--- src/rtl/agc_serial_pkg.sv ---
// Shared types and constants for the AGC serial input path: frame bytes,
// parser/receiver state encodings and the input-word ID map.
package agc_serial_pkg;

  localparam logic [7:0] SYNC_BYTE = 8'hA5;
  localparam int         NUM_WORDS = 5;
  localparam int         WORD_W    = 15;

  typedef enum logic [2:0] {
    HUNT,
    GOT_SYNC,
    GOT_ID,
    GOT_HI,
    GOT_LO
  } frame_state_t;

  typedef enum logic [2:0] {
    VERB         = 3'd0,
    NOUN         = 3'd1,
    MISSION_TIME = 3'd2,
    APOGEE       = 3'd3,
    PERIGEE      = 3'd4
  } word_id_t;

  typedef enum logic [1:0] {
    RX_IDLE,
    RX_START,
    RX_DATA,
    RX_STOP
  } rx_state_t;

  function automatic logic [7:0] frame_checksum(input logic [7:0] id,
                                                input logic [7:0] hi,
                                                input logic [7:0] lo);
    return id ^ hi ^ lo;
  endfunction

  function automatic logic id_in_range(input logic [7:0] id);
    return id < 8'(NUM_WORDS);
  endfunction

endpackage

--- src/rtl/agc_serial_input_uart_rx.sv ---
// 8N1 UART byte receiver: 2-flop synchronizer, mid-bit sampling, stop-bit
// check. Emits a one-cycle byte strobe or a framing-error strobe.
module uart_rx
  import agc_serial_pkg::*;
#(
  parameter int CLKS_PER_BIT = 434
) (
  input  logic       clock,
  input  logic       reset,
  input  logic       serial_rx,
  output logic       byte_valid,
  output logic [7:0] byte_data,
  output logic       frame_err
);

  localparam int               CNT_W    = $clog2(CLKS_PER_BIT);
  localparam logic [CNT_W-1:0] HALF_BIT = CNT_W'(CLKS_PER_BIT / 2 - 1);
  localparam logic [CNT_W-1:0] FULL_BIT = CNT_W'(CLKS_PER_BIT - 1);

  logic             r_rxMeta;
  logic             r_rxSync;
  logic             r_rxPrev;
  rx_state_t        r_state;
  rx_state_t        w_nextState;
  logic [CNT_W-1:0] r_baudCnt;
  logic [2:0]       r_bitIdx;
  logic [7:0]       r_shift;
  logic             w_startEdge;
  logic             w_baudDone;

  // Synchronizer flops reset high so a reset never looks like a start edge.
  always_ff @(posedge clock) begin
    if (reset) begin
      r_rxMeta <= 1'b1;
      r_rxSync <= 1'b1;
      r_rxPrev <= 1'b1;
    end else begin
      r_rxMeta <= serial_rx;
      r_rxSync <= r_rxMeta;
      r_rxPrev <= r_rxSync;
    end
  end

  assign w_startEdge = r_rxPrev & ~r_rxSync;
  assign w_baudDone  = (r_state == RX_START) ? (r_baudCnt == HALF_BIT)
                                             : (r_baudCnt == FULL_BIT);

  always_ff @(posedge clock) begin
    if (reset) begin
      r_state <= RX_IDLE;
    end else begin
      r_state <= w_nextState;
    end
  end

  always_comb begin
    w_nextState = r_state;
    case (r_state)
      RX_IDLE:  if (w_startEdge) w_nextState = RX_START;
      RX_START: if (w_baudDone) w_nextState = r_rxSync ? RX_IDLE : RX_DATA;
      RX_DATA:  if (w_baudDone && r_bitIdx == 3'd7) w_nextState = RX_STOP;
      RX_STOP:  if (w_baudDone) w_nextState = RX_IDLE;
      default:  w_nextState = RX_IDLE;
    endcase
  end

  always_ff @(posedge clock) begin
    if (reset) begin
      r_baudCnt <= '0;
      r_bitIdx  <= '0;
      r_shift   <= '0;
    end else begin
      if (r_state == RX_IDLE || w_baudDone) begin
        r_baudCnt <= '0;
      end else begin
        r_baudCnt <= r_baudCnt + 1'b1;
      end
      // LSB arrives first, so bits enter at the top and shift down.
      if (r_state == RX_IDLE) begin
        r_bitIdx <= '0;
      end else if (r_state == RX_DATA && w_baudDone) begin
        r_shift  <= {r_rxSync, r_shift[7:1]};
        r_bitIdx <= r_bitIdx + 1'b1;
      end
    end
  end

  always_comb begin
    byte_valid = 1'b0;
    frame_err  = 1'b0;
    if (r_state == RX_STOP && w_baudDone) begin
      byte_valid = r_rxSync;
      frame_err  = ~r_rxSync;
    end
  end

  assign byte_data = r_shift;

endmodule

--- src/rtl/agc_serial_input.sv ---
// Ground-support serial front end: parses SYNC/ID/HI/LO/CHK frames from the
// UART and holds the five 15-bit input words for the AGC IO register file.
module agc_serial_input
  import agc_serial_pkg::*;
#(
  parameter int CLKS_PER_BIT = 434,
  parameter int TIMEOUT_CLKS = 20 * CLKS_PER_BIT
) (
  input  logic        clock,
  input  logic        reset,
  input  logic        serial_rx,
  output logic [14:0] DSKY_VERB_data,
  output logic [14:0] DSKY_NOUN_data,
  output logic [14:0] AXI_MISSION_TIME_data,
  output logic [14:0] AXI_APOGEE_data,
  output logic [14:0] AXI_PERIGEE_data,
  output logic        update_valid,
  output logic [2:0]  update_sel,
  output logic [7:0]  frame_errors
);

  localparam int            TO_W         = $clog2(TIMEOUT_CLKS);
  localparam logic [TO_W-1:0] TIMEOUT_LAST = TO_W'(TIMEOUT_CLKS - 1);

  logic              w_byteValid;
  logic [7:0]        w_byteData;
  logic              w_frameErr;
  frame_state_t      r_state;
  frame_state_t      w_nextState;
  logic [2:0]        r_id;
  logic [6:0]        r_hi;
  logic [7:0]        r_lo;
  logic [7:0]        w_expectChk;
  logic [TO_W-1:0]   r_idleCnt;
  logic [WORD_W-1:0] r_words [NUM_WORDS];
  logic              r_updateValid;
  logic [2:0]        r_updateSel;
  logic [7:0]        r_frameErrors;
  logic              w_protoErr;
  logic              w_commit;
  logic              w_timeout;
  logic              w_anyErr;

  uart_rx #(
    .CLKS_PER_BIT(CLKS_PER_BIT)
  ) u_rx (
    .clock      (clock),
    .reset      (reset),
    .serial_rx  (serial_rx),
    .byte_valid (w_byteValid),
    .byte_data  (w_byteData),
    .frame_err  (w_frameErr)
  );

  assign w_expectChk = frame_checksum({5'b0, r_id}, {1'b0, r_hi}, r_lo);
  assign w_timeout   = (r_state != HUNT) && !w_byteValid && (r_idleCnt == TIMEOUT_LAST);
  // Simultaneous error sources still count as a single event.
  assign w_anyErr    = w_frameErr | w_protoErr | w_timeout;

  always_ff @(posedge clock) begin
    if (reset) begin
      r_state <= HUNT;
    end else begin
      r_state <= w_nextState;
    end
  end

  always_comb begin
    w_nextState = r_state;
    if (w_frameErr || w_timeout) begin
      w_nextState = HUNT;
    end else if (w_byteValid) begin
      case (r_state)
        HUNT:     if (w_byteData == SYNC_BYTE) w_nextState = GOT_SYNC;
        GOT_SYNC: w_nextState = id_in_range(w_byteData) ? GOT_ID : HUNT;
        GOT_ID:   w_nextState = w_byteData[7] ? HUNT : GOT_HI;
        GOT_HI:   w_nextState = GOT_LO;
        GOT_LO:   w_nextState = HUNT;
        default:  w_nextState = HUNT;
      endcase
    end
  end

  always_comb begin
    w_protoErr = 1'b0;
    w_commit   = 1'b0;
    if (w_byteValid) begin
      case (r_state)
        GOT_SYNC: w_protoErr = !id_in_range(w_byteData);
        GOT_ID:   w_protoErr = w_byteData[7];
        GOT_LO: begin
          w_commit   = (w_byteData == w_expectChk);
          w_protoErr = (w_byteData != w_expectChk);
        end
        default: ;
      endcase
    end
  end

  always_ff @(posedge clock) begin
    if (reset) begin
      r_id <= '0;
      r_hi <= '0;
      r_lo <= '0;
    end else if (w_byteValid) begin
      case (r_state)
        GOT_SYNC: r_id <= w_byteData[2:0];
        GOT_ID:   r_hi <= w_byteData[6:0];
        GOT_HI:   r_lo <= w_byteData;
        default: ;
      endcase
    end
  end

  // Inter-byte watchdog: only runs while a frame is partially received.
  always_ff @(posedge clock) begin
    if (reset) begin
      r_idleCnt <= '0;
    end else if (r_state == HUNT || w_byteValid || w_timeout) begin
      r_idleCnt <= '0;
    end else begin
      r_idleCnt <= r_idleCnt + 1'b1;
    end
  end

  always_ff @(posedge clock) begin
    if (reset) begin
      for (int i = 0; i < NUM_WORDS; i++) begin
        r_words[i] <= '0;
      end
      r_updateValid <= 1'b0;
      r_updateSel   <= '0;
    end else begin
      r_updateValid <= w_commit;
      r_updateSel   <= w_commit ? r_id : 3'd0;
      for (int i = 0; i < NUM_WORDS; i++) begin
        if (w_commit && r_id == 3'(i)) begin
          r_words[i] <= {r_hi, r_lo};
        end
      end
    end
  end

  always_ff @(posedge clock) begin
    if (reset) begin
      r_frameErrors <= '0;
    end else if (w_anyErr && r_frameErrors != 8'hFF) begin
      r_frameErrors <= r_frameErrors + 1'b1;
    end
  end

  assign DSKY_VERB_data        = r_words[int'(VERB)];
  assign DSKY_NOUN_data        = r_words[int'(NOUN)];
  assign AXI_MISSION_TIME_data = r_words[int'(MISSION_TIME)];
  assign AXI_APOGEE_data       = r_words[int'(APOGEE)];
  assign AXI_PERIGEE_data      = r_words[int'(PERIGEE)];
  assign update_valid          = r_updateValid;
  assign update_sel            = r_updateSel;
  assign frame_errors          = r_frameErrors;

endmodule
--- config.mk ---
export PLATFORM = sky130hd
export DESIGN_NAME = agc_serial_input
export DESIGN_NICKNAME = d
export VERILOG_FILES = /design/src/rtl/agc_serial_pkg.sv /design/src/rtl/agc_serial_input_uart_rx.sv /design/src/rtl/agc_serial_input.sv
export SDC_FILE = /design/constraint.sdc
export NUM_CORES = 1
export LEC_CHECK = 0
export CAP_MARGIN = 30
export CORE_MARGIN = 2
export CORE_UTILIZATION = 60
export CTS_BUF_LIST = sky130_fd_sc_hd__clkbuf_8
export DETAILED_ROUTE_END_ITERATION = 10
export PLACE_DENSITY = 0.88
export SYNTH_ARGS = -nofsm -noshare
export SYNTH_HDL_FRONTEND = slang
export SYNTH_HIERARCHICAL = 1
export SYNTH_SLANG_ARGS = --single-unit
--- constraint.sdc ---
create_clock -name clock -period 6.35 [get_ports clock]
set_clock_uncertainty 0.1 [all_clocks]
set_input_delay 1.905 -clock clock [delete_from_list [all_inputs] [get_ports clock]]
set_output_delay 1.905 -clock clock [all_outputs]
set_load 0.03 [all_outputs]
==> out/summary.txt <==
Vias per inst: 5.508
Hold Violations, Final: 0
Initial Utilization: 60.86%
Antenna fix cells: 0
DRT iter0 DRCs: 223
CP max-delay cell: a31o_1
Hold path depth: 1
Outcome: finished clean
Fin crit period: 4.124 ns
Crit path depth: 5
Clock slew at reported path FFs: 0.09 ns
Maximum number of pins on one net before global-route repair: 60
Sequential cell area: 3694 µm²
End-of-flow core utilization: 74.94%
# Max-Cap Violations: 0
EDFF count, synth: 75
Footprint of the multi-input gates: 2068 µm²
VDD IR-drop max: 0.1366 mV
Vias in the first global route: 3,696
DR vias: 3,911
PostCTS Resize Cnt: 0
Tcrit/Tclk final: 64.95%
Clk buf depth: 2
Layout area overhead: 23.12%
Critical Path Start Type: primary input
Crit path DAT: 4.09 ns
PwrDens: 253.2 nW/µm²
Actual slew at the worst max-slew pin: 0.9534 ns
Cts-stage hold buffer count: 0
Core Box Area: 9639 µm²
Port Buf Inserts: 89
Total routed wirelength: 11,380 µm
CTS Buf Count: 17
Leak: 2.595 nW
Die area: 10,590 µm²
DRC Markers: 0
Yosys reg bits: 147
Cells on worst reg2reg path: 9
Endpoints failing setup: 0
Async S/R FF share, synth: 0%
Postcts setup bufs: 0
Count of different cell masters after synthesis: 61
Die Wd: 102.9 µm
DRT Pass-1 Iters: 5
FMAX: 242.5 MHz
Max-slew headroom: 36.44%
Ports: 90
Placed Cells: 677
Share of cells above drive strength 1: 10.23%
Crit. End Element: flop
Tot GR Track Use: 22.63%
Synthesis warning total: 6
Mapped cell area: 5867 µm²
Final #Nets: 572
H-tree levels: 4
Die height: 102.9 µm
CTS tree: built
WL/cell: 16.03 µm
Non-filler instance count after layout: 710
First-pass GRT wire length: 18,220 µm
GP Congestion: 0.8620
DP HPWL: 7736 µm
Final Max Tran Viols: 0
Row count: 36
RSZ-0062 raised after global routing: no
Worst setup path category: in2reg
Worst Path Max Fanout: 59
Antenna violations before repair: 0
Crit path buffers/inverters: 1
Clock sinks: 147
Gr ovfl total: 0
Fillers: 656
Worst path required time: 6.32 ns
Clk_lat worst skew: 0.44 ns
Syn Inst Count: 471
Critical Path, Cell by Cell: buf_2, nor3_1, and3_1, and2b_4, a31o_1
Worst path max stage delay: 0.67 ns
Worst hold path type: reg2reg
Top delay family on crit path: simple AND/OR/NAND/NOR gates
CTS root buf: clkbuf_8
Setup TNS: 0 ns
Main synth FF type: edfxtp_1
Syn avg cell area: 12.46 µm²
Register area share after synthesis: 62.96%
Post-Synthesis Net Count: 479
Post-DRT Antenna Nets: 0
[routing by layer]
metal,track usage (%),up-vias,share of wire [%]
li1,-,1887,-
met1,28.74,1852,42
met2,37.31,152,50
met3,5.288,20,6.0
met4,9.919,0,2.0
met5,0,-,0
[kinds of logic (layout without fill, tap and decap cells)]
| logic type | count (synthesis) | count (layout) | share of synthesized area (%) |
|---|---|---|---|
| AND/OR/NAND/NOR | 183 | 183 | 17.19 |
| flip-flops | 147 | 147 | 62.96 |
| AO/OA/AOI/OAI | 49 | 49 | 6.590 |
| XOR/XNOR | 38 | 38 | 5.673 |
| multiplexers | 26 | 26 | 4.734 |
| buffers and inverters | 23 | 129 | 1.791 |
| adder cells (fa/ha/maj) | 5 | 5 | 1.066 |
[flip-flops by register name, summed over array words and instances, names as in the netlist, 3 cells and up, named ones only]
register	flops
r_words	75
r_idleCnt	14
r_state	3
u_rx/r_baudCnt	9
frame_errors	8
update_sel	3
r_lo	8
r_id	3
u_rx/r_bitIdx	3
r_hi	7
u_rx/byte_data	8
[where the power goes]
group	total, W	switching [W]	internal, W
Combinational	0.000124	0.0000785	0.0000452
Clock	0.000677	0.000389	0.000288
Sequential	0.00103	0.00000899	0.00102
[worst paths after layout]
kind / from / endpoint / slack (ns)
setup reg to reg: flop / r_words[0][20] / 2.43
hold reg to reg: u_rx/r_rxMeta / u_rx/r_rxSync / 0.33
hold / removal: u_rx/r_rxMeta / u_rx/r_rxSync / 0.33
setup / recovery: reset / r_words[0][20] / 2.23
[Yosys cell counts (3+ instances only)]
library cell / number / area (µm²)
nand2_1: 32 / 120.1
xor2_1: 19 / 166.4
and3_1: 23 / 143.9
clkbuf_1: 10 / 37.54
nand3_1: 16 / 80.08
edfxtp_1: 75 / 2252
inv_1: 6 / 22.52
mux2_1: 4 / 45.04
and4_1: 3 / 26.28
buf_2: 3 / 15.01
nor2b_1: 7 / 43.79
nor3_1: 18 / 90.09
or2_2: 3 / 18.77
and2_1: 3 / 18.77
o21ai_0: 6 / 30.03
mux2i_1: 18 / 180.2
nor2_1: 44 / 165.2
a31o_1: 3 / 26.28
nand4_1: 6 / 37.54
nand2b_1: 9 / 56.30
dfxtp_1: 72 / 1441
ha_1: 5 / 62.56
xnor2_1: 19 / 166.4
a21oi_1: 17 / 85.08
[per-stage QoR]
step / hold slack [ns] / setup WS [ns] / area [µm²] / power, W
finish: 0.3250 / 2.226 / 7223 / 0.001829
global route: 0.3364 / 2.050 / 7223 / 0.001879
CTS: 0.3272 / 2.225 / 7216 / 0.001838
detailed placement: 0.3011 / 1.737 / 6842 / 0.001176
global placement: 0.2925 / 1.854 / 6837 / 0.001173
floorplan: 0.2895 / 2.921 / 5867 / 0.001119
[cell usage in the layout, fill, tap and decap left out, drive strengths merged, types with 6 or more instances in the layout]
cell type and count:
edfxtp 75, a21oi 19, dfxtp 72, nand3 16
mux2 8, nor2 44, nand2b 10, inv 14
xnor2 19, clkbuf 18, nand2 32, nor2b 7
xor2 19, and3 23, nor4 6, o21ai 8
mux2i 18, nand4 6, nor3 18, clkdlybuf4s50 88
[final cells by class]
| type | instances | share of cell area (%) |
|---|---|---|
| repair buffers | 91 | 12.44 |
| multi-input cells | 301 | 28.63 |
| inverters | 6 | 0.3118 |
| flip-flops and latches | 147 | 51.13 |
| clock buffers | 17 | 3.239 |
| well taps | 133 | 2.304 |
| clock inverters | 15 | 1.940 |
Power figures use the tool's default switching activity.
